$ cat config.mk
export PLATFORM = sky130hd
export DESIGN_NAME = regfile_wb_arbiter
export DESIGN_NICKNAME = d
export VERILOG_FILES = /design/src/rtl/regfile_wb_arbiter_pkg.sv /design/src/rtl/regfile_wb_arbiter_rr_arbiter.sv /design/src/rtl/regfile_wb_arbiter.sv
export SDC_FILE = /design/constraint.sdc
export NUM_CORES = 1
export LEC_CHECK = 0
export ABC_AREA = 1
export BUFFER_PORTS_ARGS = -buffer_cell sky130_fd_sc_hd__buf_2
export CAP_MARGIN = 30
export CORE_MARGIN = 10
export CORE_UTILIZATION = 35
export CTS_BUF_LIST = sky130_fd_sc_hd__clkbuf_16
export CTS_CLUSTER_SIZE = 20
export DETAILED_ROUTE_END_ITERATION = 12
export PLACE_DENSITY = 0.65
export SYNTH_ARGS = -nofsm -noshare
export SYNTH_HDL_FRONTEND = slang
export SYNTH_SLANG_ARGS = --single-unit
$ cat constraint.sdc
create_clock -name clock -period 2.18 [get_ports clock]
set_clock_uncertainty 0.15 [all_clocks]
set_input_delay 0.109 -clock clock [delete_from_list [all_inputs] [get_ports clock]]
set_output_delay 0.109 -clock clock [all_outputs]
set_load 0.05 [all_outputs]
$ cat src/rtl/regfile_wb_arbiter_pkg.sv
// Shared register-file definitions: geometry, clear-sequence bounds and controller states.
// The register file and the writeback arbiter both import this package.
package regfile_defs;

  localparam int RF_DATA_W      = 32;
  localparam int RF_ADDR_W      = 5;
  localparam int RF_NUM_REGS    = 1 << RF_ADDR_W;
  localparam int RF_ZERO_REG    = 0;
  localparam int RF_CLEAR_FIRST = 1;
  localparam int RF_CLEAR_LAST  = RF_NUM_REGS - 1;

  typedef enum logic {
    IDLE  = 1'b0,
    CLEAR = 1'b1
  } wb_state_e;

  // Pointer width for a requester index; never narrower than one bit.
  function automatic int ptr_width(input int n);
    return (n > 2) ? $clog2(n) : 1;
  endfunction

endpackage

$ cat src/rtl/regfile_wb_arbiter_rr_arbiter.sv
// Round-robin selector: the first asserted request strictly after last_grant wins,
// wrapping back through requester 0 up to and including last_grant.
module rr_arbiter
  import regfile_defs::*;
#(
  parameter int NUM_REQ = 3,
  parameter int PTR_W   = ptr_width(NUM_REQ)
) (
  input  logic [NUM_REQ-1:0] req,
  input  logic [PTR_W-1:0]   last_grant,
  output logic [NUM_REQ-1:0] grant,
  output logic [PTR_W-1:0]   winner,
  output logic               any
);

  always_comb begin
    grant  = '0;
    winner = last_grant;
    any    = 1'b0;
    // Two passes give the wrapped search order without a variable index.
    for (int i = 0; i < NUM_REQ; i++) begin
      if (!any && req[i] && (i > int'(last_grant))) begin
        any      = 1'b1;
        grant[i] = 1'b1;
        winner   = PTR_W'(i);
      end
    end
    for (int i = 0; i < NUM_REQ; i++) begin
      if (!any && req[i] && (i <= int'(last_grant))) begin
        any      = 1'b1;
        grant[i] = 1'b1;
        winner   = PTR_W'(i);
      end
    end
  end

endmodule

$ cat src/rtl/regfile_wb_arbiter.sv
// Write-port controller for the register file: round-robin writeback arbitration
// plus a clear sequencer that zeroes registers 1..31, all through registered outputs.
module regfile_wb_arbiter
  import regfile_defs::*;
#(
  parameter int NUM_REQ = 3,
  parameter int DATA_W  = RF_DATA_W,
  parameter int ADDR_W  = RF_ADDR_W
) (
  input  logic                      clock,
  input  logic                      ctrl_reset,
  input  logic [NUM_REQ-1:0]        req_valid,
  input  logic [NUM_REQ*ADDR_W-1:0] req_reg,
  input  logic [NUM_REQ*DATA_W-1:0] req_data,
  output logic [NUM_REQ-1:0]        req_ready,
  input  logic                      clear_start,
  output logic                      clear_busy,
  output logic                      clear_done,
  output logic                      ctrl_writeEn,
  output logic [ADDR_W-1:0]         ctrl_writeReg,
  output logic [DATA_W-1:0]         data_writeReg
);

  localparam int PTR_W = ptr_width(NUM_REQ);
  localparam logic [ADDR_W-1:0] CNT_FIRST = ADDR_W'(RF_CLEAR_FIRST);
  localparam logic [ADDR_W-1:0] CNT_LAST  = {ADDR_W{1'b1}};
  localparam logic [ADDR_W-1:0] ZERO_IDX  = ADDR_W'(RF_ZERO_REG);

  wb_state_e           state;
  logic [ADDR_W-1:0]   cnt;
  logic [PTR_W-1:0]    last_grant;
  logic [NUM_REQ-1:0]  grant;
  logic [PTR_W-1:0]    winner;
  logic                any_req;
  logic                take;
  logic [ADDR_W-1:0]   win_reg;
  logic [DATA_W-1:0]   win_data;

  rr_arbiter #(
    .NUM_REQ (NUM_REQ),
    .PTR_W   (PTR_W)
  ) u_rr (
    .req        (req_valid),
    .last_grant (last_grant),
    .grant      (grant),
    .winner     (winner),
    .any        (any_req)
  );

  always_comb begin
    win_reg  = '0;
    win_data = '0;
    for (int i = 0; i < NUM_REQ; i++) begin
      if (grant[i]) begin
        win_reg  = req_reg[i*ADDR_W +: ADDR_W];
        win_data = req_data[i*DATA_W +: DATA_W];
      end
    end
  end

  // A pending clear outranks every requester in the same cycle.
  assign take      = (state == IDLE) && !clear_start && any_req;
  assign req_ready = take ? grant : '0;

  always_ff @(posedge clock) begin
    if (ctrl_reset) begin
      state         <= IDLE;
      cnt           <= '0;
      last_grant    <= PTR_W'(NUM_REQ - 1);
      clear_busy    <= 1'b0;
      clear_done    <= 1'b0;
      ctrl_writeEn  <= 1'b0;
      ctrl_writeReg <= '0;
      data_writeReg <= '0;
    end else begin
      ctrl_writeEn <= 1'b0;
      clear_done   <= 1'b0;
      case (state)
        IDLE: begin
          if (clear_start) begin
            state      <= CLEAR;
            cnt        <= CNT_FIRST;
            clear_busy <= 1'b1;
          end else if (take) begin
            last_grant    <= winner;
            ctrl_writeEn  <= (win_reg != ZERO_IDX);
            ctrl_writeReg <= win_reg;
            data_writeReg <= win_data;
          end
        end
        CLEAR: begin
          ctrl_writeEn  <= 1'b1;
          ctrl_writeReg <= cnt;
          data_writeReg <= '0;
          if (cnt == CNT_LAST) begin
            state      <= IDLE;
            clear_busy <= 1'b0;
            clear_done <= 1'b1;
          end else begin
            cnt <= cnt + 1'b1;
          end
        end
        default: state <= IDLE;
      endcase
    end
  end

endmodule

; After elaboration in Yosys (flattened, before gate mapping)
; Cells that the tools add are included.
[classes]
n_lt_le_gt_ge = 4
div_mod_pow = 0
eq_ne = 6
n_reduce_logical = 22
add_sub_neg = 1
bitwise_logic = 2
muxes = 40
mul = 0
shifts = 0
[ops]
columns = op, n
row1 = 2-to-1 mux 32 bit, 5
row2 = case mux 32 bit (2 select lines), 1
row3 = 2-to-1 mux 5 bit, 7
row4 = case mux 5 bit (2 select lines), 2
row5 = 2-to-1 mux 1 bit, 16
row6 = logical AND 1 bit, 10
row7 = 2-to-1 mux 2 bit, 5
row8 = nonzero test 5 bit, 2
row9 = "!= test 2 bit, second input constant", 4
row10 = case mux 1 bit (2 select lines), 3
row11 = AND reduction 2 bit, 3
row12 = "adder 5 x 1 -> 5 bit, second input constant", 1
row13 = "== test 5 bit, second input constant", 1
row14 = zero test 1 bit, 5
row15 = AND reduction 4 bit, 1
row16 = 2-to-1 mux 3 bit, 1
row17 = "> comparator 1 x 2 -> 1 bit, first input constant", 1
row18 = "> comparator 2 bit, first input constant", 1
row19 = "<= comparator 1 x 2 -> 1 bit, first input constant", 1
row20 = "<= comparator 2 bit, first input constant", 1
row21 = "!= test 2 x 1 -> 1 bit, second input constant", 1
row22 = inverter 1 bit, 2
row23 = OR reduction 2 bit, 1
[word_totals]
romBits = 0
memories = 0
latch_bits = 0
inputBits = 117
output_inout_bits = 43
ramBits = 0
elab_cells = 83
register_bits = 48

; Longest topological paths before layout
; Gate-level depths: netlist of run 1.
[depth]
depth_word = 23
mapped_depth = 12
depth_no_buf = 11

; By module
; A second synthesis of run 1 with hierarchy kept.
[hier_totals]
cells_unflattened = 398
area_unflattened_um2 = 2645.0
[modules_own_cells]
columns = mod, cells_per_inst, seq_area_each_um2, area_each_um2, instances
row1 = regfile_wb_arbiter, 373, 960.9, 2533.7, 1
row2 = rr_arbiter, 25, 0.0, 111.4, 1

; Least setup slack after synthesis of run 1
; No wires, ideal clock.
[synth_timing]
path_kind = reg2out
from = register last_grant[1]
to = output port req_ready[0]
arrival_ps = 1917
setup_slack_ps = 4
required_ps = 1921
n_path_buf = 1
stages_incl_launch_ff = 7
path_cell_list = dfxtp_1 -> nor2_1 -> nand2_2 -> nand4_2 -> o21ai_4 -> buf_2 -> nor3_1
[synth_via]
elab_chain_len = 20
elab_cells_between_ends = 24
classes_between = 4 x order compare / 7 x mux / 13 x reduce/logical
[synth_lines]
columns = item, line_no
row1 = start: declaration, regfile_wb_arbiter.sv:31  ; logic [PTR_W-1:0] last_grant;
row2 = start signal: assignment, regfile_wb_arbiter.sv:69  ; last_grant <= PTR_W'(NUM_REQ - 1);
row3 = start signal: assignment, regfile_wb_arbiter.sv:85  ; last_grant <= winner;
row4 = > comparator 1 x 2 -> 1 bit, regfile_wb_arbiter_rr_arbiter.sv:22  ; if (!any && req[i] && (i > int'(last_grant))) begin
row5 = logical AND 1 bit, regfile_wb_arbiter_rr_arbiter.sv:22
row6 = 2-to-1 mux 1 bit, regfile_wb_arbiter_rr_arbiter.sv:22
row7 = zero test 1 bit, regfile_wb_arbiter_rr_arbiter.sv:22
row8 = logical AND 1 bit (2 in series), regfile_wb_arbiter_rr_arbiter.sv:22
row9 = 2-to-1 mux 1 bit, regfile_wb_arbiter_rr_arbiter.sv:22
row10 = zero test 1 bit, regfile_wb_arbiter_rr_arbiter.sv:29  ; if (!any && req[i] && (i <= int'(last_grant))) begin
row11 = logical AND 1 bit, regfile_wb_arbiter_rr_arbiter.sv:29
row12 = 2-to-1 mux 1 bit, regfile_wb_arbiter_rr_arbiter.sv:29
row13 = zero test 1 bit, regfile_wb_arbiter_rr_arbiter.sv:29
row14 = logical AND 1 bit (2 in series), regfile_wb_arbiter_rr_arbiter.sv:29
row15 = 2-to-1 mux 1 bit, regfile_wb_arbiter_rr_arbiter.sv:29
row16 = zero test 1 bit, regfile_wb_arbiter_rr_arbiter.sv:29
row17 = logical AND 1 bit (2 in series), regfile_wb_arbiter_rr_arbiter.sv:29
row18 = 2-to-1 mux 1 bit, regfile_wb_arbiter_rr_arbiter.sv:29
row19 = logical AND 1 bit, regfile_wb_arbiter.sv:62  ; assign take = (state == IDLE) && !clear_start && any_req;
row20 = 2-to-1 mux 3 bit (*), regfile_wb_arbiter.sv:63  ; assign req_ready = take ? grant : '0;
row21 = end: declaration, regfile_wb_arbiter.sv:15  ; output logic [NUM_REQ-1:0] req_ready,
; Every way passes the cells marked *; elsewhere a longest branch is shown, timed or not.

; Worst setup path in the final report of run 1
; Ends and elaborated chain as after synthesis.

==> results of run 1 <==
-- worst min-delay path: stages --
cell and delay [ns]:
sky130_fd_sc_hd__buf_2 0.08, sky130_fd_sc_hd__nand2_1 0.04, sky130_fd_sc_hd__nand3_1 0.06, sky130_fd_sc_hd__nor2_1 0.04, sky130_fd_sc_hd__nor2_1 0.08
-- cells in the final DEF (no fill, tap or decap), types with 3 or more instances in the layout --
master,Yosys,layout
sky130_fd_sc_hd__buf_2,13,158
sky130_fd_sc_hd__nand2_1,156,156
sky130_fd_sc_hd__nand3_1,57,57
sky130_fd_sc_hd__nor2_1,50,50
sky130_fd_sc_hd__dfxtp_1,48,48
sky130_fd_sc_hd__a21oi_1,21,21
sky130_fd_sc_hd__inv_1,14,14
sky130_fd_sc_hd__o21ai_0,12,12
sky130_fd_sc_hd__o21ai_1,9,9
sky130_fd_sc_hd__buf_4,3,8
sky130_fd_sc_hd__clkbuf_16,0,5
sky130_fd_sc_hd__nand4_1,3,3
sky130_fd_sc_hd__a31oi_1,3,3
sky130_fd_sc_hd__dlygate4sd3_1,0,3
-- metal layers --
metal  up-vias  GRT usage (%)  routed length (um)
met2       117           27.5                4480
met5         -              0                   0
li1       1631              -                   -
met1      1357           18.4                3930
met4         0           3.68                  96
met3         7           5.42                 818
-- through the flow --
stage / power, W / util (%) / hold slack (ns) / setup slack (ns) / setup TNS (ns)
after floorplan: 0.00150 / - / 0.149 / 0.00375 / 0
after global placement: 0.00173 / 47.6 / 0.286 / 0.262 / 0
after detailed placement: 0.00174 / 47.6 / 0.293 / 0.215 / 0
after CTS: 0.00249 / 50.0 / 0.000322 / 0.0979 / 0
after global routing: 0.00260 / 50.1 / 0.0140 / -0.0203 / -0.0458
final: 0.00246 / 50.1 / 0.00242 / 0.121 / 0
-- logic make-up (layout without fill, tap and decap cells) --
logic type | count (synthesis) | after routing | share of synthesized area, %
AOI/OAI and AO/OA | 49 | 49 | 10.4
adders and majority gates | 2 | 2 | 0.969
buffers and inverters | 44 | 195 | 7.76
DFF | 48 | 48 | 37.2
and+or+nand+nor | 272 | 272 | 43.6
-- final cells by class --
cell class | instances | area, um^2
fillers | 798 | 3600
well taps | 99 | 124
multi-input cells | 323 | 1420
inverters | 17 | 66.3
clock buffers | 5 | 125
repair buffers | 171 | 902
clock inverters | 2 | 12.5
flip-flops and latches | 48 | 961
-- timing repair --
item	CTS	global route
hold buffers	3	0
endpoints found under the hold margin	3	0
setup endpoints to repair	2	3
gates resized for setup	2	2
-- power by group --
part	total, W	leakage [nW]	internal, W	switching [W]
Clock	0.000738	0.0657	0.000417	0.000321
Combinational	0.000753	1.43	0.000244	0.000508
Sequential	0.000969	0.393	0.000935	0.0000344
-- how the worst max path moves through the flow --
stage / to / slack [ns] / start
final: req_ready[0] / 0.12 / last_grant[1]
after global routing: req_ready[1] / -0.02 / last_grant[1]
after CTS: req_ready[0] / 0.1 / last_grant[1]
after detailed placement: req_ready[1] / 0.22 / last_grant[1]
after global placement: req_ready[1] / 0.26 / last_grant[1]
after floorplan: req_ready[0] / 0.004 / last_grant[1]
-- sequential cells by signal, indices dropped and copies added, names as in the netlist --
register and cells:
state 1, clear_busy 1, clear_done 1, last_grant 2, ctrl_writeEn 1, cnt 5
data_writeReg 32, ctrl_writeReg 5
==> results.sh, run 1 <==
export IMPL_grt_overflow_total=0
export IMPL_overall_via_count_from_detail_route=3112
export IMPL_gp_routability_congestion=0.814
export IMPL_ant_nets=0
export IMPL_fmax_mhz=486
export IMPL_min_from="req_data[46]"
export IMPL_crit_cells=7
export IMPL_dominantRegCellSynth="sky130_fd_sc_hd__dfxtp_1"
export IMPL_numClockSinks=48
export IMPL_worstPathArrival_ns=1.80
export IMPL_post_route_cells_drive_above_1_share_pct=32.3
export IMPL_clockBufferDepth=2
export IMPL_routedWlPerCell_um=14.0
export IMPL_ff2ff_setup_slack_ns=0.32
export IMPL_first_pass_iteration_count_of_the_detailed_router=4
export IMPL_ctsRootBufferMaster="sky130_fd_sc_hd__clkbuf_16"
export IMPL_power_leakage_nw=1.89
export IMPL_synth_cells=415
export IMPL_layout_cells_non_filler=665
export IMPL_postCtsSetupBuffers=0
export IMPL_hold_path_depth=5
export IMPL_critical_path_endpoint_type="output port"
export IMPL_design_die_area_mm2=0.0112
export IMPL_num_nets_final=685
export IMPL_yosys_top_cells_area="sky130_fd_sc_hd__dfxtp_1 37%, sky130_fd_sc_hd__nand2_1 23%, sky130_fd_sc_hd__nand3_1 11%"
export IMPL_critical_path_max_stage_delay_ns=0.38
export IMPL_initial_core_util_pct=35.8
export IMPL_drv_cap=0
export IMPL_fp_coreArea_mm2=0.00721
export IMPL_hpwl_um=7220
export IMPL_synth_seq_cells=48
export IMPL_num_io_pins=160
export IMPL_max_slew_margin_rel_pct=70.6
export IMPL_grt_overall_usage_pct=15.9
export IMPL_cell_area_reported_after_detailed_placement_mm2=0.00343
export IMPL_timing_final_crit_share_pct=94.4
export IMPL_synthDominantCellAreaShare_pct=37.2
export IMPL_r2r_end="cnt[2]"
export IMPL_synth_distinct_cells=25
export IMPL_antenna_found_initial=0
export IMPL_critPathTopFamily="buffers and inverters"
export IMPL_grt_max_degree=43
export IMPL_post_synth_most_frequent_cells="156 x sky130_fd_sc_hd__nand2_1, 57 x sky130_fd_sc_hd__nand3_1, 50 x sky130_fd_sc_hd__nor2_1"
export IMPL_worst_slew_pin_transition_ns=0.440
export IMPL_die_height_um=106
export IMPL_worst_path_max_delay_cell="sky130_fd_sc_hd__dfxtp_1"
export IMPL_synth_edff_count=0
export IMPL_area_added_between_synthesis_and_finish_pct=39.9
export IMPL_outcome="finished clean"
export IMPL_hold_path_endpoint="data_writeReg[14]"
export IMPL_reg2regPathDepth=7
export IMPL_slew_viol_final=0
export IMPL_clk_latency_ns=0.28
export IMPL_asyncSetResetFlopFracSynth_pct=0
export IMPL_routed_wl_um=9320
export IMPL_post_synth_cell_area_avg_um2=6.22
export IMPL_cts_made_buffers=5
export IMPL_timing_critical_path_cells="inv_2, nand2_2, nand4_2, o21ai_4, clkbuf_8, nor3_1, clkbuf_4"
export IMPL_n_antenna_cell=0
export IMPL_setup_viol=0
export IMPL_final_min_clock_period_ns=2.06
export IMPL_critical_path_startpoint_type="register"
export IMPL_cp_required_ns=1.92
export IMPL_vias_per_cell=4.68
export IMPL_timing_critical_path_buf_inv=3
export IMPL_synth_warning_count=0
export IMPL_drt_initial_drc_count=103
export IMPL_power_density_mw_per_mm2=681
export IMPL_setup_repair_after_global_routing_missed_its_margin="yes"
export IMPL_buffer_ports_inserted=159
export IMPL_seq_area_frac_synth_pct=37.2
export IMPL_num_rows=31
export IMPL_grt_pass1_vias=3179
export IMPL_detail_route_drc_violations=0
export IMPL_hold_path_class="input pin to register"
export IMPL_regToRegStartpoint="cnt[0]"
export IMPL_netlist_top_cell_by_area="sky130_fd_sc_hd__dfxtp_1"
export IMPL_grt_pass1_wl_um=15100
export IMPL_synthesis_area_mm2=0.00258
export IMPL_ctsHtreeMaxLevel=2
export IMPL_tritoncts_clock_tree="built"
export IMPL_vdd_ir_drop_worst_uv=296
export IMPL_cp_class="register to output port"
export IMPL_placed_cells=655
export IMPL_postSynthNetCount=534
export IMPL_yosysMostFrequentCell="sky130_fd_sc_hd__nand2_1"
export IMPL_cts_clk_slew_worst_paths_ns=0.06
export IMPL_die_span_in_x_um=106
export IMPL_highest_net_fanout_along_the_worst_path=42
export IMPL_timing_hold_violations_final=0
export IMPL_final_cell_area_mm2=0.00361
(Power assumes the default switching activity.)
==> run 2, diff against run 1 <==
--- a/config.mk
+++ b/config.mk
@@ -11,9 +11,9 @@
 export CORE_MARGIN = 10
 export CORE_UTILIZATION = 35
 export CTS_BUF_LIST = sky130_fd_sc_hd__clkbuf_16
-export CTS_CLUSTER_SIZE = 20
 export DETAILED_ROUTE_END_ITERATION = 12
-export PLACE_DENSITY = 0.65
+export PLACE_DENSITY = 0.64
 export SYNTH_ARGS = -nofsm -noshare
 export SYNTH_HDL_FRONTEND = slang
+export SYNTH_HIERARCHICAL = 1
 export SYNTH_SLANG_ARGS = --single-unit
==> run 2 against run 1 <==
Compared with the run above: count of clock-buffer cells in the layout unchanged; total power rose by 13%; routed wire length up 14%; clock power up 32%.
==> results.sh, run 2 <==
export IMPL_worstPathArrival_ns=1.78
export IMPL_critical_path_endpoint_type="output port"
export IMPL_detail_route_drc_violations=0
export IMPL_power_switching_fraction_pct=32.1
export IMPL_initial_core_util_pct=36.3
export IMPL_setup_viol=0
export IMPL_buffer_ports_inserted=159
export IMPL_ant_nets=0
export IMPL_post_synth_most_frequent_cells="112 x sky130_fd_sc_hd__a21oi_1, 105 x sky130_fd_sc_hd__nand2_1, 48 x sky130_fd_sc_hd__dfxtp_1"
export IMPL_ctsRootBufferMaster="sky130_fd_sc_hd__clkbuf_16"
export IMPL_tritoncts_clock_tree="built"
export IMPL_timing_critical_path_cells="nor2_2, nand2_2, nand4_1, nand2_2, inv_1, nor2_1, buf_2"
export IMPL_largest_register_ff_count=32
export IMPL_power_total_w=0.00278
export IMPL_crit_path_top_cell_by_count="sky130_fd_sc_hd__nand2_2"
export IMPL_grt_overall_usage_pct=17.0
export IMPL_outcome="finished clean"
export IMPL_fmax_mhz=491
export IMPL_num_rows=31
export IMPL_power_share_combinational_pct=30.3
export IMPL_synth_edff_count=0
export IMPL_max_slew_margin_rel_pct=77.5
export IMPL_synth_warning_count=6
export IMPL_postSynthNetCount=517
export IMPL_grt_overflow_total=0
export IMPL_switching_power_w=0.000894
export IMPL_clockBufferDepth=2
export IMPL_critical_path_startpoint_type="register"
export IMPL_seq_area_frac_synth_pct=36.3
export IMPL_grt_pass1_vias=3333
export IMPL_antenna_found_initial=0
export IMPL_clockPowerShare_pct=34.9
export IMPL_overall_via_count_from_detail_route=3382
export IMPL_power_density_mw_per_mm2=693
export IMPL_asyncSetResetFlopFracSynth_pct=0
export IMPL_yosysMostFrequentCell="sky130_fd_sc_hd__a21oi_1"
export IMPL_drv_cap=0
export IMPL_internal_power_summed_over_all_cells_w=0.00189
export IMPL_hpwl_um=7820
export IMPL_cts_clk_slew_worst_paths_ns=0.07
export IMPL_first_pass_iteration_count_of_the_detailed_router=5
export IMPL_largest_register="data_writeReg"
export IMPL_cp_required_ns=1.92
export IMPL_drt_initial_drc_count=206
export IMPL_routed_wl_um=10600
export IMPL_numClockSinks=48
export IMPL_die_span_in_x_um=107
export IMPL_die_height_um=107
export IMPL_routedWlPerCell_um=15.6
export IMPL_num_nets_final=698
export IMPL_synth_cells=398
export IMPL_n_antenna_cell=0
export IMPL_dominantRegCellSynth="sky130_fd_sc_hd__dfxtp_1"
export IMPL_timing_final_crit_share_pct=93.4
export IMPL_vdd_ir_drop_worst_uv=357
export IMPL_gp_routability_congestion=0.880
export IMPL_critPathTopFamily="simple AND/OR/NAND/NOR gates"
export IMPL_synthesis_area_mm2=0.00265
export IMPL_fp_coreArea_mm2=0.00729
export IMPL_worst_slew_pin_transition_ns=0.337
export IMPL_cp_class="register to output port"
export IMPL_critical_path_max_stage_delay_ns=0.42
export IMPL_grt_max_degree=39
export IMPL_post_route_cells_drive_above_1_share_pct=33.2
export IMPL_num_io_pins=160
export IMPL_synth_seq_cells=48
export IMPL_yosys_top_cells_area="sky130_fd_sc_hd__dfxtp_1 36%, sky130_fd_sc_hd__a21oi_1 21%, sky130_fd_sc_hd__nand2_1 15%"
export IMPL_seq_power_share_pct=34.7
export IMPL_timing_hold_violations_final=0
export IMPL_synthDominantCellAreaShare_pct=36.3
export IMPL_reg_top3="data_writeReg x32, cnt x5, ctrl_writeReg x5"
export IMPL_design_die_area_mm2=0.0114
export IMPL_hold_path_class="input pin to register"
export IMPL_highest_net_fanout_along_the_worst_path=7
export IMPL_slew_viol_final=0
export IMPL_synth_distinct_cells=25
export IMPL_final_common_cell="sky130_fd_sc_hd__buf_2"
export IMPL_post_place_ws_ns=0.0940
export IMPL_vias_per_cell=4.99
export IMPL_timing_critical_path_buf_inv=2
export IMPL_power_leakage_nw=1.89
export IMPL_setup_repair_after_global_routing_missed_its_margin="yes"
export IMPL_clk_latency_ns=0.28
export IMPL_layout_cells_most_common_list="159 x sky130_fd_sc_hd__buf_2, 112 x sky130_fd_sc_hd__a21oi_1, 104 x sky130_fd_sc_hd__nand2_1, 48 x sky130_fd_sc_hd__dfxtp_1, 31 x sky130_fd_sc_hd__dlygate4sd3_1"
export IMPL_worst_path_max_delay_cell="sky130_fd_sc_hd__dfxtp_1"
export IMPL_area_added_between_synthesis_and_finish_pct=51.9
export IMPL_ctsHtreeMaxLevel=2
export IMPL_post_synth_cell_area_avg_um2=6.65
export IMPL_netlist_top_cell_by_area="sky130_fd_sc_hd__dfxtp_1"
export IMPL_final_min_clock_period_ns=2.04
export IMPL_finalWorstSetupSlack_ns=0.143
export IMPL_cts_made_buffers=5
export IMPL_grt_pass1_wl_um=16400
## run 2: changes by cell type after synthesis, moves of 18 or more
cell | before | now
sky130_fd_sc_hd__nand2_1 | 156 | 105
sky130_fd_sc_hd__o21ai_1 | 9 | 27
sky130_fd_sc_hd__nor2_1 | 50 | 12
sky130_fd_sc_hd__nand3_1 | 57 | 11
sky130_fd_sc_hd__a21oi_1 | 21 | 112
## run 2: logic make-up (layout without fill, tap and decap cells)
kind of cell / count (synthesis) / after routing / share of synthesized area, %
and+or+nand+nor: 144 / 144 / 23.1
DFF: 48 / 48 / 36.3
AOI/OAI and AO/OA: 156 / 156 / 29.7
buffers and inverters: 48 / 229 / 9.89
adders and majority gates: 2 / 2 / 0.946
## run 2: layer usage
layer / wire (um) / GRT usage (%) / share of wire (%)
met5: 0 / 0 / 0
met4: 97 / 3.68 / 0.92
met3: 1190 / 5.39 / 11
met2: 5070 / 29.9 / 48
met1: 4240 / 19.7 / 40
## run 2: area by class of cell
class	instances	area, um^2
Fill cell	753	3270
Sequential cell	48	961
Clock buffer	5	125
Multi-Input combinational cell	302	1430
Timing Repair Buffer	202	1240
Inverter	20	77.6
Tap cell	99	124
Clock inverter	2	60.1
## run 2: worst register-to-register path, delay by kind of cell, from the launching register on
kind / cells / cell delay (ns)
AND/OR/NAND/NOR: 5 / 0.53
AO/OA/AOI/OAI: 3 / 0.36
buffers and inverters: 3 / 0.47
flip-flops: 1 / 0.42
## run 2: power groups by stage
stage	combinational (W)	clock [W]	sequential, W
final	0.000845	0.000972	0.000967
after detailed placement	0.000792	0	0.000986
after global routing	0.000924	0.00102	0.000973
after global placement	0.000786	0	0.000983
after floorplan	0.000372	0	0.00115
after CTS	0.000838	0.000992	0.000966
## run 2: stage by stage
step	hold slack, ns	instances	util, %	setup TNS [ns]	instance area [um^2]
floorplan	0.129	398	-	0	2650
global placement	0.218	639	48.0	0	3500
detailed placement	0.230	639	48.0	0	3500
CTS	0.00850	677	54.8	0	3990
global route	0.0279	678	55.1	-0.0136	4020
finish	0.0144	678	55.1	0	4020
## run 2: final timing paths
check                    from                 to  slack, ns  cells after the start
min              req_data[75]  data_writeReg[11]       0.01                      3
max reg2reg     last_grant[1]  data_writeReg[11]       0.19                     11
max             last_grant[1]       req_ready[1]       0.14                      7
min reg2reg  data_writeReg[3]   data_writeReg[3]       0.31                      2
## run 2: repair_timing
item,CTS,global route
endpoints found under the hold margin,31,0
setup endpoints to repair,0,36
hold buffers,31,0
setup buffers,0,1
gates resized for setup,0,5
